--- config.mk ---
export PLATFORM = sky130hd
export DESIGN_NAME = wb_arbiter
export DESIGN_NICKNAME = d
export VERILOG_FILES = /design/src/rtl/argon_bus_pkg.sv /design/src/rtl/rr_pick2.sv /design/src/rtl/wb_arbiter.sv
export SDC_FILE = /design/constraint.sdc
export NUM_CORES = 1
export LEC_CHECK = 0
export BUFFER_PORTS_ARGS = -buffer_cell sky130_fd_sc_hd__buf_2
export CORE_AREA = 4 4 115 117
export CTS_BUF_LIST = sky130_fd_sc_hd__clkbuf_2 sky130_fd_sc_hd__clkbuf_4 sky130_fd_sc_hd__clkbuf_8
export CTS_CLUSTER_SIZE = 40
export DETAILED_ROUTE_END_ITERATION = 7
export DIE_AREA = 0 0 119 121
export GPL_TIMING_DRIVEN = 1
export SETUP_SLACK_MARGIN = 0.2
export SLEW_MARGIN = 20
export SYNTH_ARGS = -nofsm -noshare
export SYNTH_HDL_FRONTEND = slang
export SYNTH_HIERARCHICAL = 1
export SYNTH_SLANG_ARGS = --single-unit
--- constraint.sdc ---
create_clock -name clk -period 2.3 [get_ports clk]
set_input_delay 0.575 -clock clk [delete_from_list [all_inputs] [get_ports clk]]
set_output_delay 0.575 -clock clk [all_outputs]
set_load 0.05 [all_outputs]
--- src/rtl/argon_bus_pkg.sv ---
// Shared types and constants for the argon bus arbiter.
package argon_bus_pkg;

  typedef enum logic [1:0] {
    IDLE    = 2'd0,
    BUSY    = 2'd1,
    RELEASE = 2'd2
  } arb_state_t;

  localparam logic [31:0] ARB_TIMEOUT_DATA = 32'h0;

endpackage

--- src/rtl/rr_pick2.sv ---
// Combinational two-way picker: one-hot winner from two requests.
module rr_pick2 (
  input  logic [1:0] req,
  input  logic       last_owner,
  input  logic       round_robin,
  output logic [1:0] pick
);

  always_comb begin
    pick = '0;
    case (req)
      2'b01:   pick = 2'b01;
      2'b10:   pick = 2'b10;
      // Tie: alternate away from last_owner (1 = m1), or m0 under fixed priority.
      2'b11:   pick = (round_robin && !last_owner) ? 2'b10 : 2'b01;
      default: pick = '0;
    endcase
  end

endmodule

--- src/rtl/wb_arbiter.sv ---
// Two-requester Wishbone arbiter in front of a single shared target, with ack timeout.
module wb_arbiter
  import argon_bus_pkg::*;
#(
  parameter int unsigned TIMEOUT_CYCLES = 255,
  parameter bit          ROUND_ROBIN    = 1'b1
) (
  input  logic        clk,
  input  logic        reset,
  input  logic        m0_cycle,
  input  logic        m0_strobe,
  input  logic        m0_write_enable,
  input  logic [31:0] m0_address,
  input  logic [31:0] m0_data_in,
  output logic [31:0] m0_data_out,
  output logic        m0_ack,
  input  logic        m1_cycle,
  input  logic        m1_strobe,
  input  logic        m1_write_enable,
  input  logic [31:0] m1_address,
  input  logic [31:0] m1_data_in,
  output logic [31:0] m1_data_out,
  output logic        m1_ack,
  output logic        s_cycle,
  output logic        s_strobe,
  output logic        s_write_enable,
  output logic [31:0] s_address,
  output logic [31:0] s_data_in,
  input  logic [31:0] s_data_out,
  input  logic        s_ack,
  output logic        bus_timeout,
  output logic [1:0]  grant
);

  localparam int unsigned CW = $clog2(TIMEOUT_CYCLES + 1);
  localparam logic [CW-1:0] CNT_LAST = CW'(TIMEOUT_CYCLES - 1);

  arb_state_t    state, state_nxt;
  logic [1:0]    owner, owner_nxt;
  logic          last_owner, last_owner_nxt;
  logic [CW-1:0] count, count_nxt;

  logic [1:0]  req, pick;
  logic        busy, timeout_hit;
  logic        own_cyc, own_stb, own_we, own_ack;
  logic [31:0] own_adr, own_din, own_data;

  assign req = {m1_cycle & m1_strobe, m0_cycle & m0_strobe};

  rr_pick2 u_pick (
    .req         (req),
    .last_owner  (last_owner),
    .round_robin (ROUND_ROBIN),
    .pick        (pick)
  );

  // Outputs are gated by reset so nothing leaks while reset is held low.
  assign busy    = reset && (state == BUSY);
  assign own_cyc = owner[1] ? m1_cycle        : m0_cycle;
  assign own_stb = owner[1] ? m1_strobe       : m0_strobe;
  assign own_we  = owner[1] ? m1_write_enable : m0_write_enable;
  assign own_adr = owner[1] ? m1_address      : m0_address;
  assign own_din = owner[1] ? m1_data_in      : m0_data_in;

  always_comb begin
    s_cycle        = 1'b0;
    s_strobe       = 1'b0;
    s_write_enable = 1'b0;
    s_address      = '0;
    s_data_in      = '0;
    m0_ack         = 1'b0;
    m0_data_out    = '0;
    m1_ack         = 1'b0;
    m1_data_out    = '0;
    bus_timeout    = 1'b0;
    grant          = '0;
    timeout_hit    = 1'b0;
    own_ack        = 1'b0;
    own_data       = '0;
    if (busy) begin
      s_cycle        = own_cyc;
      s_strobe       = own_stb;
      s_write_enable = own_we;
      s_address      = own_adr;
      s_data_in      = own_din;
      grant          = owner;
      timeout_hit    = own_cyc && !s_ack && (count == CNT_LAST);
      bus_timeout    = timeout_hit;
      own_ack        = s_ack | timeout_hit;
      own_data       = timeout_hit ? ARB_TIMEOUT_DATA : s_data_out;
      if (owner[0]) begin
        m0_ack      = own_ack;
        m0_data_out = own_data;
      end
      if (owner[1]) begin
        m1_ack      = own_ack;
        m1_data_out = own_data;
      end
    end
  end

  always_comb begin
    state_nxt      = state;
    owner_nxt      = owner;
    last_owner_nxt = last_owner;
    count_nxt      = count;
    case (state)
      IDLE: begin
        if (|req) begin
          state_nxt = BUSY;
          owner_nxt = pick;
          count_nxt = '0;
        end
      end
      BUSY: begin
        if (s_ack) begin
          last_owner_nxt = owner[1];
          state_nxt      = RELEASE;
          owner_nxt      = '0;
        end else if (!own_cyc || timeout_hit) begin
          state_nxt = RELEASE;
          owner_nxt = '0;
        end else if (count != CNT_LAST) begin
          count_nxt = count + 1'b1;
        end
      end
      RELEASE: begin
        if (!s_ack) state_nxt = IDLE;
      end
      default: begin
        state_nxt = IDLE;
        owner_nxt = '0;
      end
    endcase
  end

  always_ff @(posedge clk) begin
    if (!reset) begin
      state      <= IDLE;
      owner      <= '0;
      last_owner <= 1'b1;
      count      <= '0;
    end else begin
      state      <= state_nxt;
      owner      <= owner_nxt;
      last_owner <= last_owner_nxt;
      count      <= count_nxt;
    end
  end

endmodule

---- Word level (Yosys, flattened, before mapping) ----
Index checks and enable logic that the tools add are counted.
word-level totals
  flip-flop bits (word level) ............. 13
  latch bits .............................. 0
  memory bits (writable) .................. 0
  output and inout port bits .............. 136
  word-level logic and storage cells ...... 72
  bits of input ports ..................... 169
  memories ................................ 0
  bits in read-only memories .............. 0
operators by class
  shifts and indexed selects .............. 0
  bitwise gates (word level) .............. 4
  order comparisons ....................... 0
  reductions and logical operators ........ 13
  equal/unequal tests ..................... 13
  muxes and demuxes ....................... 37
  divide/modulo/power cells ............... 0
  add/sub/neg operators ................... 1
  $mul .................................... 0
operators with widths
  kind                                                  number
  2-to-1 mux 32 bit                                     9
  2-to-1 mux 8 bit                                      4
  2-to-1 mux 2 bit                                      9
  case mux 2 bit (3 select lines)                       3
  case mux 8 bit (2 select lines)                       1
  2-to-1 mux 1 bit                                      11
  adder 8 x 1 -> 8 bit (second input constant)          1
  equality test 8 bit (second input constant)           1
  != test 2 bit (second input constant)                 4
  != test 8 bit (second input constant)                 1
  equality test 2 bit (second input constant)           3
  AND reduction 3 bit                                   2
  AND reduction 5 bit                                   1
  equality test 2 x 1 -> 1 bit (second input constant)  2
  logical AND 1 bit                                     3
  != test 3 x 2 -> 1 bit (second input constant)        1
  bitwise AND 1 bit                                     2
  zero test 1 bit                                       2
  zero test 2 bit                                       1
  != test 2 x 1 -> 1 bit (second input constant)        1
  AND reduction 2 bit                                   1
  nonzero test 2 bit                                    1
  OR reduction 2 bit                                    1
  logical OR 1 bit                                      1
  2 further kinds                                       2

---- Depth between registers and ports, before layout ----
  word-level depth ........................ 8
  mapped depth ............................ 7
  mapped depth without buffers ............ 6

---- Cells and area by module ----
Netlist, hierarchy kept.
by module, submodules not included
  module      times used  sequential area each (µm²)  cells each  area an instance (µm²)
  wb_arbiter  1           260.2                       319         2219.6
  rr_pick2    1           0.0                         4           30.0

---- Worst setup path after synthesis ----
OpenSTA, ideal clock, no wires.
  path type ............................... input to output
  start ................................... in reset
  end ..................................... out s_data_in[21]
  cell stages on the path ................. 5
  required time ........................... 1.725 ns
  setup slack ............................. -0.244 ns
  arrival time ............................ 1.969 ns
  path buffers ............................ 3
  path through ............................ buf_2 > nand3b_1 > clkbuf_1 > buf_1 > nor2_1
on the way
  word-level cells in the longest chain between the ends .. 2
RTL lines
  element            RTL line          RTL
  start, declared    wb_arbiter.sv:9   input logic reset,
  logical AND 1 bit  wb_arbiter.sv:58  assign busy = reset && (state == BUSY);
  2-to-1 mux 32 bit  wb_arbiter.sv:80  if (busy) begin
  end, declared      wb_arbiter.sv:28  output logic [31:0] s_data_in,
Every way passes these cells.

---- Final worst setup path ----
  start ................................... reg owner[1]
  end ..................................... out m1_data_out[21]
on the way
  word-level cells in the longest chain between the ends .. 6
RTL lines
  element                          RTL line           RTL
  start, declared                  wb_arbiter.sv:39   logic [1:0] owner, owner_nxt;
  start signal, assigned           wb_arbiter.sv:145  owner <= owner_nxt;
  2-to-1 mux 1 bit                 wb_arbiter.sv:59   assign own_cyc = owner[1] ? m1_cycle : m0_cycle;
  logical AND 1 bit (2 in series)  wb_arbiter.sv:87   timeout_hit = own_cyc && !s_ack && (count == CNT_LAST);
  2-to-1 mux 32 bit                wb_arbiter.sv:90   own_data = timeout_hit ? ARB_TIMEOUT_DATA : s_data_out;
  2-to-1 mux 32 bit (*)            wb_arbiter.sv:95   if (owner[1]) begin
  2-to-1 mux 32 bit (*)            wb_arbiter.sv:80
  end, declared                    wb_arbiter.sv:22   output logic [31:0] m1_data_out,
Mark *: on every way between the ends. The rest lies on a longest branch, timed or not.

==> flow_summary.ini <==
[outcome]
status = finished with violations
violations = setup timing

[routing]
wirelength_um = 14800
drt_iter0_markers = 67
post_drt_via_cell_ratio = 4.40
drc_errors = 0
final_antenna_net_count = 0
num_vias = 3677
drt_first_pass_iters = 4
wire_per_inst_um = 17.7

[global_route]
overflow = 0
antenna_found_initial = 1
grt_pass1_wl_um = 20900
grt.total_usage = 0.182
grt_pass1_vias = 3797
grt_max_degree = 28

[worst_hold_path]
worstHoldPathType = flip-flop to flip-flop
hp-start = last_owner$_SDFFE_PN1P_

[clocking]
cts_tree = built
clk_latency_ns = 0.25
hold_buffers = 0
cts.clk_slew.worst_paths_ns = 0.05
htreeDepth = 1
clock-sinks = 13
numCtsBuffers = 3
clockRootBuffer = clkbuf_8
cts_buffer_depth = 2

[floorplanning]
rows = 41
dieArea_um2 = 14400
dieHeight_um = 121
die_w_um = 119
core_region_area_um2 = 12400
initial_core_util = 0.182
pin_count = 305

[yosys]
ys_seq_area_frac = 0.116
yosysWarnings = 6
postSynthRegisterBits = 13
avgSynthCellArea_um2 = 6.96
synth_area_leaders = mux2i_1, and2_1, nor2_1
synth-edff-count = 0
yosysMostFrequentCell = nor2_1
syn_nets = 494
synth_async_sr_flop_share = 0
synth_cell_type_count = 41
synth_common_cells = nor2_1, mux2i_1, and2_1
synth_ff_type = dfxtp_1
yosysTopAreaCellShare = 0.303
synth_area_um2 = 2250
synth_top_area_cell = mux2i_1
synth_cells = 323

[setup_path]
cpMaxStageDelayCell = dfxtp_4
path_cells = mux2i_4, nor2_4, a21oi_4, buf_4, buf_16, and2_4, buf_8
start_kind = flip-flop
cp-startpoint = owner[1]$_SDFFE_PN0P_
end_kind = primary output
arrival_ns = 1.76
crit_fanout = 16
setup.worst_path.class = flip-flop to primary output
timing.rr.start = count[0]$_SDFFE_PN0P_
required_ns = 1.73
critPathMaxStageDelay_ns = 0.37

[run]
max_cap_violations = 0

[sta]
skew_ns = 0.00932
fin_tns_setup_ns = -0.705
drv_slew = 0
fin_ws_ns = -0.0316
setup_violations = 51
clock.fmax_mhz = 429
post-route-period-util = 1.01
hold_viol_final = 0
hold_slack_ns = 0.471
grt_setup_unrepaired = yes
fin_crit_ns = 2.33

[power]
p_comb_frac = 0.669
ir_drop_v = 0.000177
p_leak_nw = 2.98
p_per_area_nw_per_um2 = 196
p_sw_mw = 0.576
p_sw_frac = 0.426
power_mw = 1.35
internal_power_mw = 0.776
pwr-share-seq = 0.174
clockPowerShare = 0.157

[layout]
drive_gt1_frac = 0.845
instances_no_fill = 835
diodes = 0
design_area_um2 = 6920
final-seq-area_um2 = 270
finalNetCount = 835
multi_input_area_um2 = 2850
area_delta_synth_final_pct = 207
n_fill_cell = 1034
fin_util = 0.559

[placed_design]
globalplace.congestion = 0.734
io_buffers = 304
pre_cts_slack_ns = -0.182
dpl.hpwl_um = 9830
dp.cells = 801
placedInstanceArea_um2 = 4800
placed cells by master (no fill, tap or decap), types with 5 or more instances in the layout:
| cell | instances |
|---|---|
| mux2i_2 | 10 |
| buf_8 | 88 |
| buf_6 | 20 |
| buf_2 | 175 |
| buf_4 | 41 |
| a21oi_1 | 10 |
| dfxtp_2 | 5 |
| mux2i_1 | 29 |
| nor2_2 | 32 |
| dfxtp_1 | 7 |
| inv_1 | 6 |
| and2_4 | 63 |
| nand2_1 | 10 |
| buf_16 | 9 |
| nor2_4 | 39 |
| buf_12 | 23 |
| mux2i_4 | 30 |
kinds of logic (layout without fill, tap and decap cells):
kind of cell / Yosys count / in the layout / synth area share
AO/OA/AOI/OAI: 28 / 28 / 0.0823
adder cells (fa/ha/maj): 2 / 2 / 0.0111
buffers and inverters: 32 / 372 / 0.0640
flip-flops: 13 / 13 / 0.116
multiplexers: 70 / 70 / 0.315
other: 1 / 1 / 0.00167
AND/OR/NAND/NOR: 177 / 177 / 0.410
per-layer routing:
layer / wire [um] / part of all wire / vias to the layer above / track usage
met5: 20 / 0.0014 / - / 0
met4: 291 / 0.020 / 2 / 0.0326
met3: 1310 / 0.089 / 22 / 0.0555
met2: 7960 / 0.54 / 202 / 0.345
met1: 5220 / 0.35 / 1671 / 0.201
li1: - / - / 1780 / -
flip-flops by register name, indices dropped and copies added (netlist names):
register    count
last_owner      1
count           8
state           2
owner           2
final cells by class:
cell class / count / area share
Timing Repair Buffer: 361 / 0.508
Multi-Input combinational cell: 278 / 0.412
Sequential cell: 13 / 0.0391
Tap cell: 172 / 0.0311
Clock buffer: 3 / 0.00597
Inverter: 7 / 0.00380
Clock inverter: 1 / 0.000724
power groups by stage:
stage          logic, mW  registers (mW)  clock network [mW]
6_report           0.905           0.235               0.213
5_1_grt            0.954           0.235               0.234
4_1_cts            0.846           0.235               0.215
3_5_place_dp       0.664           0.239                   0
3_3_place_gp       0.660           0.239                   0
2_1_floorplan      0.389           0.238                   0
worst max-delay path: cells and delay by family, from the launching register on:
family	cells	cell delay, ns
buffers and inverters	3	0.43
muxes	1	0.31
and+or+nand+nor	2	0.24
DFF	1	0.37
AOI/OAI and AO/OA	1	0.14
path summary, 6_finish.rpt:
check / slack [ns] / depth (start not counted) / endpoint
max reg2reg: 0.27 / 11 / count[4]$_SDFFE_PN0P_
max: -0.03 / 7 / m1_data_out[21]
min: 0.47 / 2 / last_owner$_SDFFE_PN1P_
min reg2reg: 0.47 / 2 / last_owner$_SDFFE_PN1P_
timing repair:
| item | 4_1_cts | 5_1_grt |
|---|---|---|
| resized for setup | 388 | 54 |
| buffers inserted | 16 | 5 |
| pin swaps | 20 | 25 |
| cloned | 7 | 2 |
| setup endpoints to repair | 135 | 119 |
No activity file was read; power rests on OpenSTA's default activity.
